$ cat src/rtl/vga_timing_rx_if.sv
// Bundle between a raster source and the VGA timing receiver: pixel enable,
// received syncs, and the recovered timing and coordinates.
interface vga_timing_rx_if;
  logic       p_tick;
  logic       hs_in;
  logic       vs_in;
  logic       locked;
  logic [9:0] h_total;
  logic [9:0] v_total;
  logic [9:0] hs_width;
  logic [9:0] vs_width;
  logic [9:0] pixel_x;
  logic [9:0] pixel_y;
  logic       video_on;
  logic       frame_start;
  logic       lock_lost;

  modport master (
    output p_tick, hs_in, vs_in,
    input  locked, h_total, v_total, hs_width, vs_width,
           pixel_x, pixel_y, video_on, frame_start, lock_lost
  );

  modport slave (
    input  p_tick, hs_in, vs_in,
    output locked, h_total, v_total, hs_width, vs_width,
           pixel_x, pixel_y, video_on, frame_start, lock_lost
  );
endinterface

$ cat src/rtl/vga_timing_rx.sv
// VGA timing receiver: measures incoming hsync/vsync timing, locks onto a
// stable raster and regenerates pixel coordinates aligned to the received syncs.
module vga_timing_rx #(
  parameter int unsigned HD         = 640,
  parameter int unsigned VD         = 480,
  parameter int unsigned H_SYNC_POS = 656,
  parameter int unsigned V_SYNC_POS = 490,
  parameter int unsigned LOSS_LIMIT = 4
) (
  input  logic           clock_50,
  input  logic           reset_key,
  vga_timing_rx_if.slave bus
);

  localparam logic [9:0] C_HD   = 10'(HD);
  localparam logic [9:0] C_VD   = 10'(VD);
  localparam logic [9:0] C_HSP  = 10'(H_SYNC_POS);
  localparam logic [9:0] C_VSP  = 10'(V_SYNC_POS);
  localparam logic [3:0] C_LOSS = 4'(LOSS_LIMIT);

  typedef enum logic [1:0] {S_SEARCH, S_TRAIN, S_CHECK, S_LOCKED} state_t;
  state_t r_state, w_state_next;

  logic       r_hs_s1, r_hs_s2, r_hs_d, r_vs_s1, r_vs_s2, r_vs_d;
  logic [9:0] r_h_cnt, r_hs_lo_cnt, r_line_cnt, r_vs_lo_cnt;
  logic [9:0] r_h_total, r_v_total, r_hs_width, r_vs_width, r_pixel_x, r_pixel_y;
  logic [3:0] r_bad_cnt, w_bad_next, w_bad_inc;
  logic       r_frame_start, r_lock_lost, w_lost, w_latch_h, w_latch_v;
  logic       w_hs_fall, w_hs_rise, w_vs_fall, w_vs_rise, w_timeout;
  logic       w_line_bad, w_frame_bad, w_locked, w_x_wrap, w_y_wrap;
  logic [9:0] w_period, w_frame_len;

  // Edge registers advance only on p_tick so an edge between ticks is taken on the next tick.
  assign w_hs_fall   = bus.p_tick & r_hs_d & ~r_hs_s2;
  assign w_hs_rise   = bus.p_tick & ~r_hs_d & r_hs_s2;
  assign w_vs_fall   = bus.p_tick & r_vs_d & ~r_vs_s2;
  assign w_vs_rise   = bus.p_tick & ~r_vs_d & r_vs_s2;
  assign w_timeout   = bus.p_tick & ~w_hs_fall & (r_h_cnt == '1);
  assign w_period    = r_h_cnt + 10'd1;
  assign w_frame_len = r_line_cnt + {9'd0, w_hs_fall};
  assign w_line_bad  = w_hs_fall & (w_period != r_h_total);
  assign w_frame_bad = w_vs_fall & (w_frame_len != r_v_total);
  assign w_bad_inc   = r_bad_cnt + 4'd1;
  assign w_locked    = (r_state == S_LOCKED);
  assign w_x_wrap    = w_locked ? (r_pixel_x == r_h_total - 10'd1) : (r_pixel_x == '1);
  assign w_y_wrap    = w_locked ? (r_pixel_y == r_v_total - 10'd1) : (r_pixel_y == '1);

  always_comb begin
    w_state_next = r_state;
    w_bad_next   = w_locked ? r_bad_cnt : '0;
    w_lost       = 1'b0;
    w_latch_h    = 1'b0;
    w_latch_v    = 1'b0;
    if (bus.p_tick) begin
      if (w_timeout) begin
        w_state_next = S_SEARCH;
        w_lost       = w_locked;
        w_bad_next   = '0;
      end else begin
        case (r_state)
          S_SEARCH: if (w_vs_fall) w_state_next = S_TRAIN;
          S_TRAIN: begin
            w_latch_h = w_hs_fall;
            if (w_vs_fall) begin
              w_latch_v    = 1'b1;
              w_state_next = S_CHECK;
            end
          end
          S_CHECK: begin
            if (w_line_bad || w_frame_bad) w_state_next = S_SEARCH;
            else if (w_vs_fall)            w_state_next = S_LOCKED;
          end
          S_LOCKED: begin
            if (w_line_bad || w_frame_bad) begin
              if (w_bad_inc == C_LOSS) begin
                w_state_next = S_SEARCH;
                w_lost       = 1'b1;
                w_bad_next   = '0;
              end else begin
                w_bad_next = w_bad_inc;
              end
            end else if (w_hs_fall) begin
              w_bad_next = '0;
            end
          end
          default: w_state_next = S_SEARCH;
        endcase
      end
    end
  end

  always_ff @(posedge clock_50 or negedge reset_key) begin
    if (!reset_key) begin
      r_state <= S_SEARCH;
      {r_hs_s1, r_hs_s2, r_hs_d, r_vs_s1, r_vs_s2, r_vs_d} <= '0;
      {r_h_cnt, r_hs_lo_cnt, r_line_cnt, r_vs_lo_cnt} <= '0;
      {r_h_total, r_v_total, r_hs_width, r_vs_width} <= '0;
      {r_pixel_x, r_pixel_y} <= '0;
      r_bad_cnt     <= '0;
      r_frame_start <= 1'b0;
      r_lock_lost   <= 1'b0;
    end else begin
      r_hs_s1       <= bus.hs_in;
      r_hs_s2       <= r_hs_s1;
      r_vs_s1       <= bus.vs_in;
      r_vs_s2       <= r_vs_s1;
      r_state       <= w_state_next;
      r_bad_cnt     <= w_bad_next;
      r_frame_start <= w_vs_fall;
      r_lock_lost   <= w_lost;
      if (bus.p_tick) begin
        r_hs_d <= r_hs_s2;
        r_vs_d <= r_vs_s2;

        if (w_hs_fall)            r_h_cnt <= '0;
        else if (r_h_cnt != '1)   r_h_cnt <= r_h_cnt + 10'd1;

        if (w_hs_fall)                             r_hs_lo_cnt <= 10'd1;
        else if (w_hs_rise)                        r_hs_width  <= r_hs_lo_cnt;
        else if (!r_hs_s2 && r_hs_lo_cnt != '1)    r_hs_lo_cnt <= r_hs_lo_cnt + 10'd1;

        if (w_vs_fall)      r_line_cnt <= '0;
        else if (w_hs_fall) r_line_cnt <= r_line_cnt + 10'd1;

        if (w_vs_fall)                  r_vs_lo_cnt <= {9'd0, w_hs_fall};
        else if (w_vs_rise)             r_vs_width  <= r_vs_lo_cnt;
        else if (!r_vs_s2 && w_hs_fall) r_vs_lo_cnt <= r_vs_lo_cnt + 10'd1;

        if (w_latch_h) r_h_total <= w_period;
        if (w_latch_v) r_v_total <= w_frame_len;

        if (w_hs_fall)     r_pixel_x <= C_HSP;
        else if (w_x_wrap) r_pixel_x <= '0;
        else               r_pixel_x <= r_pixel_x + 10'd1;

        if (w_vs_fall)                   r_pixel_y <= C_VSP;
        else if (w_x_wrap && !w_hs_fall) r_pixel_y <= w_y_wrap ? '0 : r_pixel_y + 10'd1;
      end
    end
  end

  assign bus.locked      = w_locked;
  assign bus.h_total     = r_h_total;
  assign bus.v_total     = r_v_total;
  assign bus.hs_width    = r_hs_width;
  assign bus.vs_width    = r_vs_width;
  assign bus.pixel_x     = r_pixel_x;
  assign bus.pixel_y     = r_pixel_y;
  assign bus.video_on    = w_locked && (r_pixel_x < C_HD) && (r_pixel_y < C_VD);
  assign bus.frame_start = r_frame_start;
  assign bus.lock_lost   = r_lock_lost;

endmodule

$ cat src/flat_wrapper.sv
// flat-port wrapper written by rule: the top's interface ports become plain ports
module vga_timing_rx_flat 
#(
  parameter int unsigned HD         = 640,
  parameter int unsigned VD         = 480,
  parameter int unsigned H_SYNC_POS = 656,
  parameter int unsigned V_SYNC_POS = 490,
  parameter int unsigned LOSS_LIMIT = 4
)
  (clock_50, reset_key, bus_p_tick, bus_hs_in, bus_vs_in, bus_locked, bus_h_total, bus_v_total, bus_hs_width, bus_vs_width, bus_pixel_x, bus_pixel_y, bus_video_on, bus_frame_start, bus_lock_lost);
  vga_timing_rx_if bus_i ();
  input  logic clock_50;
  input  logic reset_key;
  input wire logic [$bits(bus_i.p_tick)-1:0] bus_p_tick;
  input wire logic [$bits(bus_i.hs_in)-1:0] bus_hs_in;
  input wire logic [$bits(bus_i.vs_in)-1:0] bus_vs_in;
  output wire logic [$bits(bus_i.locked)-1:0] bus_locked;
  output wire logic [$bits(bus_i.h_total)-1:0] bus_h_total;
  output wire logic [$bits(bus_i.v_total)-1:0] bus_v_total;
  output wire logic [$bits(bus_i.hs_width)-1:0] bus_hs_width;
  output wire logic [$bits(bus_i.vs_width)-1:0] bus_vs_width;
  output wire logic [$bits(bus_i.pixel_x)-1:0] bus_pixel_x;
  output wire logic [$bits(bus_i.pixel_y)-1:0] bus_pixel_y;
  output wire logic [$bits(bus_i.video_on)-1:0] bus_video_on;
  output wire logic [$bits(bus_i.frame_start)-1:0] bus_frame_start;
  output wire logic [$bits(bus_i.lock_lost)-1:0] bus_lock_lost;
  assign bus_i.p_tick = bus_p_tick;
  assign bus_i.hs_in = bus_hs_in;
  assign bus_i.vs_in = bus_vs_in;
  assign bus_locked = bus_i.locked;
  assign bus_h_total = bus_i.h_total;
  assign bus_v_total = bus_i.v_total;
  assign bus_hs_width = bus_i.hs_width;
  assign bus_vs_width = bus_i.vs_width;
  assign bus_pixel_x = bus_i.pixel_x;
  assign bus_pixel_y = bus_i.pixel_y;
  assign bus_video_on = bus_i.video_on;
  assign bus_frame_start = bus_i.frame_start;
  assign bus_lock_lost = bus_i.lock_lost;
  vga_timing_rx #(.HD(HD), .VD(VD), .H_SYNC_POS(H_SYNC_POS), .V_SYNC_POS(V_SYNC_POS), .LOSS_LIMIT(LOSS_LIMIT)) u_core (.clock_50(clock_50), .reset_key(reset_key), .bus(bus_i));
endmodule
$ cat config.mk
export PLATFORM = sky130hd
export DESIGN_NAME = vga_timing_rx_flat
export DESIGN_NICKNAME = d
export VERILOG_FILES = /design/src/rtl/vga_timing_rx_if.sv /design/src/rtl/vga_timing_rx.sv /design/src/flat_wrapper.sv
export SDC_FILE = /design/constraint.sdc
export NUM_CORES = 1
export LEC_CHECK = 0
export ABC_AREA = 1
export CAP_MARGIN = 30
export CORE_MARGIN = 2
export CORE_UTILIZATION = 40
export DETAILED_ROUTE_END_ITERATION = 10
export GPL_TIMING_DRIVEN = 0
export SYNTH_ARGS = -nofsm -noshare
export SYNTH_HDL_FRONTEND = slang
export SYNTH_SLANG_ARGS = --single-unit
$ cat constraint.sdc
create_clock -name clock_50 -period 2.7 [get_ports clock_50]
set_input_delay 0.405 -clock clock_50 [delete_from_list [all_inputs] [get_ports clock_50]]
set_output_delay 0.405 -clock clock_50 [all_outputs]
set_load 0.05 [all_outputs]
==> metrics.txt <==
cell repeated most along the worst path nand2_1; Area Overhead vs Synth 25.0%; Pint approximately 4.4 mW; Peak supply drop 0.000520 V; IO Port Bufs just under 70; final setup skew between 0.007 and 0.008 ns; Finished Core Util 0.514; Rel. slew slack 0.630; Initial Util 0.411; Final WS setup roughly 0.22 ns; Fin. Hold Viols 0; max_cap viols 0; Netlist cell types 40; most frequent cells in the layout nand2_1 (252), dfrtp_1 (114), inv_1 (105), nand3_1 (83), o21ai_0 (81); dpl cell area around 0.0075 mm^2; die area 0.0174 mm^2; root buf cell clkbuf_16; clock tree buffer depth 2; startpoint types register; Yosys top cell by area dfrtp_1; Hold/Removal Path Class reg2reg; FMAX 0.403 GHz; Clock power frac 0.298; via count 5,968; Net Count, Synth ~900; Via density approximately 4.9; first-pass GRT wire length 27,100 um; H-tree level count 4; Nets 1,004; Final period util 0.920; Final Max Tran Viols 0; vias in the first global route 5,450; status finished, final reports clean; # IOs a little under 70; final instance area about 0.0082 mm^2; largest net degree at the start of global routing 74; Fillers 1,549; GR Overflow Total 0; largest stage delay on the critical path 0.40 ns; Reg power frac 0.315; final antenna-violating net count 0; Crit Path Max Fanout 7; Required @ worst endpoint roughly 3.1 ns; Critical Path End Type register; synth warn 0; post-synth top area share 0.435; die width roughly 130 um; Setup CP Type reg2reg; Psw ~3.0 mW; CTS Buf Count 17; cells after synthesis 898; initial antenna violation count 0; global-route usage over all layers 0.191; delay-heaviest family, CP simple AND/OR/NAND/NOR gates; Buf+Inv Stages, Crit Path 1; WL/cell ~13 um; Pwr Density roughly 900 mW/mm^2; residual DRC count 0; clock transition at the registers of the reported paths approximately 0.050 ns; register area share after synthesis 0.435; Antenna Cells 0; worst slew pin tran between 0.5 and 0.6 ns; half-perimeter wire length after placement between 10,000 and 15,000 um; Mapped Avg Cell Area roughly 7.3 um^2; Slowest-stage cell, CP dfrtp_1; Final GP Congestion between 0.8 and 0.9; Final setup viols 0; worst hold slack between 0.3 and 0.4 ns; top post-synthesis cells by area dfrtp_1 (44%), nand2_1 (15%), nand3_1 (6.6%); Critical Path AT approximately 2.8 ns; commonest non-fill, non-tap cell in the layout nand2_1; Iter 0 DRT Violations 480; Yosys reg bits between 100 and 150; CTS tree yes; CP cell instances nor2_4 > nand2_4 > inv_6 > ha_2 > ha_4 > nand3_2 > o21ai_1 > nand2_1 > nand2_1 > nand3_1 > nor2_1 > nand2_1 > nand2_2 > nand2_4 > nand2_2 > nand2_1 > nor2_1 > nand3_1 > nand2_1; Comb power frac 0.387; CTS sink cnt ~110; TritonRoute pass-1 iters 5; Cell Area, Synth approximately 0.0066 mm^2; pre-CTS setup slack -0.949 ns; # rows 46; WL final between 15,000 and 20,000 um; share of layout cells above drive strength 1 0.0921; Core Area approximately 0.016 mm^2; die height between 100 and 150 um; clk_lat worst skew 0.41 ns; switch share 0.407; Pleak between 3 and 4 nW; min Tclk post-route 2.48 ns
state kept, by name (all words and copies together), names as in the netlist, 2 cells and up:
signal               cells
u_core.r_state           2
u_core.bus.pixel_x      10
u_core.bus.pixel_y      10
u_core.r_vs_lo_cnt      10
u_core.bus.vs_width     10
u_core.r_h_cnt          10
u_core.r_line_cnt       10
u_core.bus.v_total      10
u_core.bus.h_total      10
u_core.bus.hs_width     10
u_core.r_bad_cnt         4
u_core.r_hs_lo_cnt      10
timing repair:
action | in CTS | in global routing
resized for setup | 10 | 14
endpoints found under the setup margin | 9 | 7
buffers inserted | 1 | 1
pin swaps | 0 | 2
hold endpoints to repair | 41 | 0
hold buffers | 1 | 0
synthesized netlist by cell type:
library cell and number:
o21a_1 1, mux2_2 3, ha_1 11, nor2_1 79, nand4_1 16, o22ai_1 10, dfrtp_1 114, o21ai_0 81
a211oi_1 2, a31oi_1 3, nand2_1 256, nor4_1 1, nand2_4 1, buf_2 4, nand3_2 2, inv_4 1
o211ai_1 1, a21oi_1 26, nand3_1 86, nor2_2 6, xnor2_1 3, nand3b_1 1, o21ai_1 6, nor3_2 5
inv_2 7, nor3b_1 1, inv_1 106, buf_6 1, nor3_1 17, o21ai_2 1, nor4_2 1, clkbuf_1 9
a31o_2 1, clkinv_2 1, buf_4 2, or2_2 2, nand2_2 6, nor2_4 4, a22oi_1 1, xor2_1 19
stage by stage:
step	setup TNS, ns	instances	power (mW)
2_1_floorplan	0	898	4.32
3_3_place_gp	-393.00	1182	5.18
3_5_place_dp	-8.41	1183	5.20
4_1_cts	0	1214	7.43
5_1_grt	-0.00132	1215	7.89
6_report	0	1215	7.40
logic make-up (layout without fill, tap and decap cells):
family / after synthesis / after routing / share of synthesized area
mux: 3 / 3 / 0.00515
flops: 114 / 114 / 0.435
buf+inv: 131 / 232 / 0.0786
compound gates: 133 / 133 / 0.107
simple gates: 484 / 484 / 0.324
fa+ha+maj: 11 / 11 / 0.0210
xor+xnor: 22 / 22 / 0.0294
layout make-up:
cell class              count  area (um^2)  area share
plain buffers              15         76.3     0.00932
clock buffers              25          505      0.0617
clock inverters             5         75.1     0.00916
inverters                 115          440      0.0538
multi-input cells         653         3240       0.396
flip-flops and latches    114         2850       0.348
well taps                 216          270      0.0330
repair buffers             72          729      0.0890
power by group through the flow:
| stage | clock, mW | combinational, mW | sequential, mW |
|---|---|---|---|
| 3_5_place_dp | 0 | 2.84 | 2.35 |
| 4_1_cts | 2.25 | 2.86 | 2.33 |
| 3_3_place_gp | 0 | 2.82 | 2.35 |
| 2_1_floorplan | 0 | 1.35 | 2.98 |
| 6_report | 2.20 | 2.87 | 2.33 |
| 5_1_grt | 2.34 | 3.18 | 2.38 |
worst reg2reg max path: cells and delay by family, from the launching register on:
family / cells / cell delay [ns]
and+or+nand+nor: 15 / 1.37
DFF: 1 / 0.40
buffers and inverters: 1 / 0.07
adders and majority gates: 2 / 0.36
AOI/OAI and AO/OA: 1 / 0.23
routing by layer:
| metal | vias up | routed length (um) | track usage |
|---|---|---|---|
| li1 | 3102 | - | - |
| met1 | 2739 | 8090 | 0.275 |
| met2 | 103 | 7090 | 0.286 |
| met3 | 24 | 589 | 0.0408 |
| met4 | 0 | 237 | 0.0622 |
| met5 | - | 0 | 0 |
worst paths after layout:
kind                           startpoint                endpoint  slack [ns]  cells past startpoint
max                        u_core.r_hs_s2       u_core.r_state[0]        0.22                     19
min                        u_core.r_vs_s1          u_core.r_vs_s2        0.35                      0
max reg2reg                u_core.r_hs_s2       u_core.r_state[0]        0.22                     19
min reg2reg                u_core.r_vs_s1          u_core.r_vs_s2        0.35                      0
max in group asynchronous       reset_key  u_core.bus.hs_width[3]        1.53                      3
min in group asynchronous       reset_key   u_core.bus.pixel_x[2]        0.47                      2
Power figures use the tool's default switching activity.
